--- src/rtl/jtag_pkg.sv ---
// Shared TAP definitions: IEEE state encoding, 4-bit opcodes and the IR capture pattern.
package jtag_pkg;

  typedef enum logic [3:0] {
    EXIT2_DR   = 4'h0,
    EXIT1_DR   = 4'h1,
    SHIFT_DR   = 4'h2,
    PAUSE_DR   = 4'h3,
    SELECT_IR  = 4'h4,
    UPDATE_DR  = 4'h5,
    CAPTURE_DR = 4'h6,
    SELECT_DR  = 4'h7,
    EXIT2_IR   = 4'h8,
    EXIT1_IR   = 4'h9,
    SHIFT_IR   = 4'hA,
    PAUSE_IR   = 4'hB,
    RTI        = 4'hC,
    UPDATE_IR  = 4'hD,
    CAPTURE_IR = 4'hE,
    TLR        = 4'hF
  } tap_state_t;

  localparam logic [3:0] OP_EXTEST         = 4'b0000;
  localparam logic [3:0] OP_SAMPLE_PRELOAD = 4'b0001;
  localparam logic [3:0] OP_IDCODE         = 4'b0010;
  localparam logic [3:0] OP_BYPASS         = 4'b1111;

  // Loaded into the IR shift register in Capture-IR; upper bits are zero.
  localparam logic [1:0] IR_CAPTURE = 2'b01;

  function automatic logic is_shift_state(input tap_state_t s);
    return (s == SHIFT_DR) || (s == SHIFT_IR);
  endfunction

endpackage

--- src/rtl/jtag_tap_fsm.sv ---
// 16-state TAP controller state machine; state advances on rising TCK from TMS.
module jtag_tap_fsm
  import jtag_pkg::*;
(
  input  logic       tck,
  input  logic       reset,
  input  logic       tms,
  output logic [3:0] state
);

  tap_state_t state_q;
  tap_state_t state_d;

  always_ff @(posedge tck) begin
    if (reset) begin
      state_q <= TLR;
    end else begin
      state_q <= state_d;
    end
  end

  // Standard IEEE 1149.1 transitions; five TMS=1 cycles reach TLR from anywhere.
  always_comb begin
    state_d = state_q;
    case (state_q)
      TLR:        state_d = tms ? TLR       : RTI;
      RTI:        state_d = tms ? SELECT_DR : RTI;
      SELECT_DR:  state_d = tms ? SELECT_IR : CAPTURE_DR;
      CAPTURE_DR: state_d = tms ? EXIT1_DR  : SHIFT_DR;
      SHIFT_DR:   state_d = tms ? EXIT1_DR  : SHIFT_DR;
      EXIT1_DR:   state_d = tms ? UPDATE_DR : PAUSE_DR;
      PAUSE_DR:   state_d = tms ? EXIT2_DR  : PAUSE_DR;
      EXIT2_DR:   state_d = tms ? UPDATE_DR : SHIFT_DR;
      UPDATE_DR:  state_d = tms ? SELECT_DR : RTI;
      SELECT_IR:  state_d = tms ? TLR       : CAPTURE_IR;
      CAPTURE_IR: state_d = tms ? EXIT1_IR  : SHIFT_IR;
      SHIFT_IR:   state_d = tms ? EXIT1_IR  : SHIFT_IR;
      EXIT1_IR:   state_d = tms ? UPDATE_IR : PAUSE_IR;
      PAUSE_IR:   state_d = tms ? EXIT2_IR  : PAUSE_IR;
      EXIT2_IR:   state_d = tms ? UPDATE_IR : SHIFT_IR;
      UPDATE_IR:  state_d = tms ? SELECT_DR : RTI;
      default:    state_d = TLR;
    endcase
  end

  assign state = state_q;

endmodule

--- src/rtl/jtag_tap_controller.sv ---
// TAP controller: IR, BYPASS/IDCODE DRs, boundary-chain gating and TDO mux.
// Define JTAG_IDCODE_EN to include the 32-bit ID register and the IDCODE opcode.
module jtag_tap_controller
  import jtag_pkg::*;
#(
  parameter int          IR_WIDTH     = 4,
  parameter logic [31:0] IDCODE_VALUE = 32'h1000_0001
) (
  input  logic       TCK,
  input  logic       RESET,
  input  logic       TMS,
  input  logic       TDI,
  output logic       TDO,
  output logic       TDO_EN,
  output logic       TDIS,
  input  logic       TDOS_LAST,
  output logic       CAPTURE,
  output logic       UPDATE,
  output logic       MODE_SHIFT_LOAD,
  output logic       MODE_TEST_NORMAL,
  output logic [3:0] STATE
);

  localparam logic [IR_WIDTH-1:0] IR_EXTEST  = IR_WIDTH'(OP_EXTEST);
  localparam logic [IR_WIDTH-1:0] IR_SAMPLE  = IR_WIDTH'(OP_SAMPLE_PRELOAD);
  localparam logic [IR_WIDTH-1:0] IR_BYPASS  = '1;
  localparam logic [IR_WIDTH-1:0] IR_CAP_VAL = IR_WIDTH'(IR_CAPTURE);
`ifdef JTAG_IDCODE_EN
  localparam logic [IR_WIDTH-1:0] IR_IDCODE  = IR_WIDTH'(OP_IDCODE);
  localparam logic [IR_WIDTH-1:0] IR_RESET   = IR_IDCODE;
`else
  localparam logic [IR_WIDTH-1:0] IR_RESET   = IR_BYPASS;
`endif

  if (IR_WIDTH < 2) begin : g_bad_ir_width
    $error("jtag_tap_controller: IR_WIDTH must be at least 2");
  end
  if (IDCODE_VALUE[0] != 1'b1) begin : g_bad_idcode
    $error("jtag_tap_controller: IDCODE_VALUE bit 0 must be 1");
  end

  logic [3:0]          state_raw;
  tap_state_t          state_q;
  logic [IR_WIDTH-1:0] ir;
  logic [IR_WIDTH-1:0] ir_shift;
  logic                bypass_reg;
  logic                sel_chain;
  logic                sel_id;
  logic                tdo_mux;
  logic                cap_en;

  jtag_tap_fsm u_fsm (
    .tck   (TCK),
    .reset (RESET),
    .tms   (TMS),
    .state (state_raw)
  );

  assign state_q = tap_state_t'(state_raw);
  assign STATE   = state_raw;

  // Active IR only moves in TLR or when leaving Update-IR, so decoded
  // controls are stable through every DR scan.
  always_ff @(posedge TCK) begin
    if (RESET || (state_q == TLR)) begin
      ir <= IR_RESET;
    end else if (state_q == UPDATE_IR) begin
      ir <= ir_shift;
    end
  end

  always_ff @(posedge TCK) begin
    if (state_q == CAPTURE_IR) begin
      ir_shift <= IR_CAP_VAL;
    end else if (state_q == SHIFT_IR) begin
      ir_shift <= {TDI, ir_shift[IR_WIDTH-1:1]};
    end
  end

  always_ff @(posedge TCK) begin
    if (RESET) begin
      bypass_reg <= 1'b0;
    end else if (state_q == CAPTURE_DR) begin
      bypass_reg <= 1'b0;
    end else if (state_q == SHIFT_DR) begin
      bypass_reg <= TDI;
    end
  end

  // Undefined opcodes fall through to BYPASS.
  always_comb begin
    sel_chain = (ir == IR_EXTEST) || (ir == IR_SAMPLE);
    sel_id    = 1'b0;
`ifdef JTAG_IDCODE_EN
    sel_id    = (ir == IR_IDCODE);
`endif
  end

`ifdef JTAG_IDCODE_EN
  logic [31:0] id_reg;

  always_ff @(posedge TCK) begin
    if (sel_id && (state_q == CAPTURE_DR)) begin
      id_reg <= IDCODE_VALUE;
    end else if (sel_id && (state_q == SHIFT_DR)) begin
      id_reg <= {TDI, id_reg[31:1]};
    end
  end

  assign tdo_mux = (state_q == SHIFT_IR) ? ir_shift[0] :
                   (state_q != SHIFT_DR) ? 1'b0 :
                   sel_chain             ? TDOS_LAST :
                   sel_id                ? id_reg[0] : bypass_reg;
`else
  assign tdo_mux = (state_q == SHIFT_IR) ? ir_shift[0] :
                   (state_q != SHIFT_DR) ? 1'b0 :
                   sel_chain             ? TDOS_LAST : bypass_reg;
`endif

  // Falling-edge stage: TDO leads the shifting rising edge by half a cycle,
  // and the clock gate enable is stable whenever TCK is high.
  always_ff @(negedge TCK) begin
    TDO    <= tdo_mux;
    TDO_EN <= is_shift_state(state_q);
    cap_en <= sel_chain && ((state_q == CAPTURE_DR) || (state_q == SHIFT_DR));
    UPDATE <= sel_chain && (state_q == UPDATE_DR);
  end

  assign CAPTURE          = TCK & cap_en;
  assign TDIS             = TDI;
  assign MODE_SHIFT_LOAD  = (state_q == SHIFT_DR);
  assign MODE_TEST_NORMAL = (ir != IR_EXTEST);

endmodule

--- config.mk ---
export PLATFORM = sky130hd
export DESIGN_NAME = jtag_tap_controller
export DESIGN_NICKNAME = d
export VERILOG_FILES = /design/src/rtl/jtag_pkg.sv /design/src/rtl/jtag_tap_fsm.sv /design/src/rtl/jtag_tap_controller.sv
export SDC_FILE = /design/constraint.sdc
export NUM_CORES = 1
export LEC_CHECK = 0
export ABC_CLOCK_PERIOD_IN_PS = 1200
export BUFFER_PORTS_ARGS = -buffer_cell sky130_fd_sc_hd__buf_2
export CAP_MARGIN = 10
export CORE_UTILIZATION = 49
export CTS_BUF_LIST = sky130_fd_sc_hd__clkbuf_4 sky130_fd_sc_hd__clkbuf_8
export CTS_CLUSTER_SIZE = 28
export DETAILED_ROUTE_END_ITERATION = 10
export PLACE_DENSITY_LB_ADDON = 0.15
export SYNTH_ARGS = -nofsm -noshare
export SYNTH_HDL_FRONTEND = slang
export SYNTH_HIERARCHICAL = 1
export SYNTH_SLANG_ARGS = --single-unit
--- constraint.sdc ---
create_clock -name TCK -period 1.2 [get_ports TCK]
set_clock_uncertainty 0.05 [all_clocks]
set_input_delay 0.24 -clock TCK [delete_from_list [all_inputs] [get_ports TCK]]
set_output_delay 0.24 -clock TCK [all_outputs]
set_load 0.02 [all_outputs]
==> summary.md, run 1 <==
| Metric | Value |
|---|---|
| Initial antenna violation count | 0 |
| Synth Area per Inst | 9.12 um2 |
| Fail Step | global routing (5_1_grt) |
| Post-GRT worst EP | CAPTURE |
| Outcome | stopped before the end |
| Syn Inst Count | between 80 and 90 |
| Std-Cell Rows | 13 |
| Post-synth cell types | 31 |
| Gpl congestion | roughly 0.74 |
| Share of the yosys chip area belonging to registers | 0.455 |
| Ports | 16 |
| FF+latch count, synth | 17 |
| Synth Flop Type | dfxtp_1 |
| Async set-reset flop share out of synthesis | 0 |
| Netlist Area Pre-Place | about 750 um2 |
| Hpwl dp | between 1 and 1.5 mm |
| Yosys warning count | 6 |
| Worst End Pin Type | output port |
| Largest net degree at the start of global routing | 14 |
| Post-synth net total | a little under 90 |
| Error msg | [ERROR DPL-0033] detailed placement checks failed during check placement. |
| Initial Utilization | 0.548 |
| IO buf count | 15 |
| EDFF count, synth | 0 |
| Horiz. Die Dim | 41.1 um |
| Chip Height | about 41 um |
[metrics by stage]
step	setup TNS [ns]	setup WS, ns	util	cells	cell area (um2)
after floorplan	-1.97	-0.516	-	82	776
after global placement	-2.34	-0.520	0.660	117	902
after CTS	-6.91	-0.693	0.865	134	1180
after detailed placement	-2.39	-0.537	0.660	117	902
[logic make-up after synthesis]
kind of cell	after synthesis	share of synthesized area
flip-flops	17	0.455
AND/OR/NAND/NOR	38	0.289
buffers and inverters	7	0.0568
AO/OA/AOI/OAI	20	0.199
[synth_stat cells (all sizes together), types with 2 or more instances]
| cell | number | area, um2 |
|---|---|---|
| and2 | 2 | 12.5 |
| inv | 3 | 11.3 |
| nand2 | 6 | 22.5 |
| nor3 | 8 | 40.0 |
| buf | 4 | 31.3 |
| nand2b | 4 | 32.5 |
| a21oi | 3 | 15.0 |
| nor2 | 7 | 26.3 |
| or2 | 2 | 12.5 |
| nand3 | 2 | 10.0 |
| o211ai | 2 | 15.0 |
| o21ai | 5 | 25.0 |
| o21bai | 4 | 30.0 |
| or3 | 2 | 17.5 |
| dfxtp | 17 | 340 |
[repair_timing]
item,4_1_cts
endpoints found under the hold margin,0
setup buffers,7
hold buffers,0
pin swaps,8
endpoints found under the setup margin,19
gates resized for setup,47
==> inputs of run 2 (changes only) <==
--- a/config.mk
+++ b/config.mk
@@ -5,13 +5,12 @@
 export SDC_FILE = /design/constraint.sdc
 export NUM_CORES = 1
 export LEC_CHECK = 0
-export ABC_CLOCK_PERIOD_IN_PS = 1200
+export ABC_CLOCK_PERIOD_IN_PS = 1560
 export BUFFER_PORTS_ARGS = -buffer_cell sky130_fd_sc_hd__buf_2
 export CAP_MARGIN = 10
-export CORE_UTILIZATION = 49
-export CTS_BUF_LIST = sky130_fd_sc_hd__clkbuf_4 sky130_fd_sc_hd__clkbuf_8
-export CTS_CLUSTER_SIZE = 28
+export CORE_AREA = 2 2 63 65
 export DETAILED_ROUTE_END_ITERATION = 10
+export DIE_AREA = 0 0 65 67
 export PLACE_DENSITY_LB_ADDON = 0.15
 export SYNTH_ARGS = -nofsm -noshare
 export SYNTH_HDL_FRONTEND = slang
==> constraint.sdc (replaced) <==
create_clock -name TCK -period 1.56 [get_ports TCK]
set_clock_uncertainty 0.05 [all_clocks]
set_input_delay 0.312 -clock TCK [delete_from_list [all_inputs] [get_ports TCK]]
set_output_delay 0.312 -clock TCK [all_outputs]
set_load 0.02 [all_outputs]
==> summary.md, run 2 <==
| Metric | Value |
|---|---|
| Met3 Use GR | 0.0270 |
| Synth top area share | 0.455 (unchanged) |
| Final setup viols | 10 |
| Antenna cells | 0 |
| Synth Flop Type | dfxtp_1 |
| Yosys warning count | 6 (unchanged) |
| Largest net degree at the start of global routing | 17 |
| Vias/cell | 4.28 |
| Synth Area per Inst | 9.12 um2 (unchanged) |
| Initial Utilization | 0.207 (-0.340) |
| Part of the power in combinational logic | 0.208 |
| Die area | 4360 um2 |
| Drt first pass iters | 4 |
| CTS Hold Bufs | 0 (unchanged) |
| IO buf count | 15 (unchanged) |
| Design internal power | approximately 1.2 mW |
| CTS tree | done |
| Setup WS post-layout | -0.572 ns |
| Post-synth net total | 87 (unchanged) |
| Most Crowded Layer GR | met2 |
| RSZ-0062 raised after global routing | yes |
| Via count | between 700 and 800 |
| Vias in the first global route | slightly below 700 |
| Global-route wire length before repair | about 3.1 mm |
| Syn Inst Count | 82 (unchanged) |
| Sw frac | 0.273 |
| Total leakage power | about 0.5 nW |
| Crit path arrival time | roughly 1.8 ns |
| Worst EP required | between 1 and 1.5 ns |
| Outcome | complete, but fails checks |
| Share of the yosys chip area belonging to registers | 0.455 (unchanged) |
| Drt drc | 0 |
| Worst slack, placed | -0.362 ns (+0.175 ns) |
| Synth area leaders | dfxtp_1 (45%), nor3_1 (5.4%), o21bai_1 (4.0%) |
| Net load switching power | about 440 uW |
| Flop2flop setup slack | -0.31 ns |
| Nets@finish | around 120 |
| CTS clk-pin slew, worst paths | roughly 0.07 ns |
| Maximum vdd drop | about 490 uV |
| FF/Latch Area | about 360 um2 |
| DRT iter0 DRCs | 10 |
| Async set-reset flop share out of synthesis | 0 (unchanged) |
| Syn-to-layout area delta | 57.0% |
| CP Capture Type | output pin |
| Gpl congestion | 0.685 (-7.8%) |
| Commonest non-fill, non-tap cell in the layout | buf_4 |
| Worst Tran Pin Value | 0.269 ns |
| Final TNS setup | -2.76 ns |
| Share of cells above drive strength 1 | 0.496 |
| WHS | about 0.17 ns |
| Ports | 16 (unchanged) |
| PwrDens | 1360 nW/um2 |
| Routed wire per std cell | between 10 and 15 um |
| Worst Path Max Fanout | 1 |
| Fin. Hold Viols | 0 |
| Clock power frac | 0.460 |
| DRT Wirelength | between 1.5 and 2 mm |
| Multi-input gate area | between 300 and 400 um2 |
| Max Cap Viol | 0 |
| Netlist Area Pre-Place | 748 um2 (unchanged) |
| M1 GR Usage | 0.109 |
| Dpl cells | 153 (+31%) |
| # fillers | approximately 380 |
| Post-route antenna net violation count | 0 |
| Post-synth cell types | 31 (unchanged) |
| Slew Viols, Final | 0 |
| Clk_lat worst skew | around 0.36 ns |
| Area leader, netlist | dfxtp_1 |
| Post-synth top cells | dfxtp_1 (17), nor3_1 (8), nor2_1 (7), nand2_1 (6) |
| Failing checks | setup timing |
| Max transition margin | 0.819 |
| Most frequent cells in the layout | buf_4 (14), buf_2 (8), dfxtp_2 (7), dfxtp_1 (7), buf_6 (7) |
| Post-Layout Cell Count | around 170 |
| Flop pwr share | 0.332 |
| Chip Height | 67 um (+63%) |
| EDFF count, synth | 0 (unchanged) |
| Horiz. Die Dim | 65 um (+58%) |
| Remaining Overflow, GRT | 0 |
| FF+latch count, synth | 17 (unchanged) |
| Hold Path Class | in -> reg |
| Final core utilization | 0.326 |
| Crit start category | flop |
| Std-Cell Rows | 22 (+9) |
| Most frequent cell after synthesis | dfxtp_1 |
| Critical path class | reg -> out |
| Core box area | between 3000 and 4000 um2 |
| Initial antenna violation count | 0 |
| Hpwl dp | 1.38 mm (+23%) |
| Total GRT Usage | 0.102 |
| Global-route met2 utilization | 0.162 |
==> run 2: cell counts after synthesis <==
Identical to the previous run, type by type.
==> run 2: final cells by class <==
| class | instances | share of cell area |
|---|---|---|
| clock buffer | 7 | 0.0799 |
| sequential | 17 | 0.307 |
| timing repair buffer | 28 | 0.181 |
| multi-input combinational | 58 | 0.337 |
| inverter | 2 | 0.00639 |
| tap | 48 | 0.0511 |
| clock inverter | 5 | 0.0383 |
==> run 2: power by group through the flow <==
stage	Clock, mW	Sequential (mW)	Combinational, mW
finish	0.736	0.531	0.333
global route	0.787	0.540	0.366
CTS	0.771	0.532	0.324
detailed placement	0.0200	0.539	0.307
global placement	0.0200	0.536	0.308
floorplan	0.0200	0.559	0.161
==> run 2: worst paths after layout <==
kind	startpoint	to	cells past startpoint
worst max-delay path	cap_en	CAPTURE	2
worst min-delay path	RESET	bypass_reg	2
worst max register to register	ir[2]	TDO	3
worst min register to register	ir_shift[3]	ir_shift[3]	2
==> run 2: logic make-up (layout without fill, tap and decap cells) <==
family          after synthesis  count (layout)  synth area share
flops                        17              17             0.455
compound gates               20              20             0.199
simple gates                 38              38             0.289
buf+inv                       7              42            0.0568
==> run 2: critical path, cell delays in order, from the launching register on <==
cell and delay (ns):
dfxtp_2 0.30, and2_4 0.13, buf_6 0.12
==> run 2: per-stage QoR <==
step                power, mW  area [um2]
floorplan               0.740         768
global placement        0.864         958
detailed placement      0.865         958
CTS                      1.63        1150
global route             1.69        1170
finish                   1.60        1170
==> run 2: repair_timing <==
action | 4_1_cts | 5_1_grt
endpoints found under the setup margin | 10 | 12
setup buffers | 1 | 1
gates cloned | 0 | 0
gates resized for setup | 21 | 4
==> run 2: metal layers <==
layer  part of all wire  vias up
met5                  0        -
met4              0.037        0
met3              0.040        6
met2               0.48       18
met1               0.45      323
li1                   -      360
(Power assumes the default switching activity.)
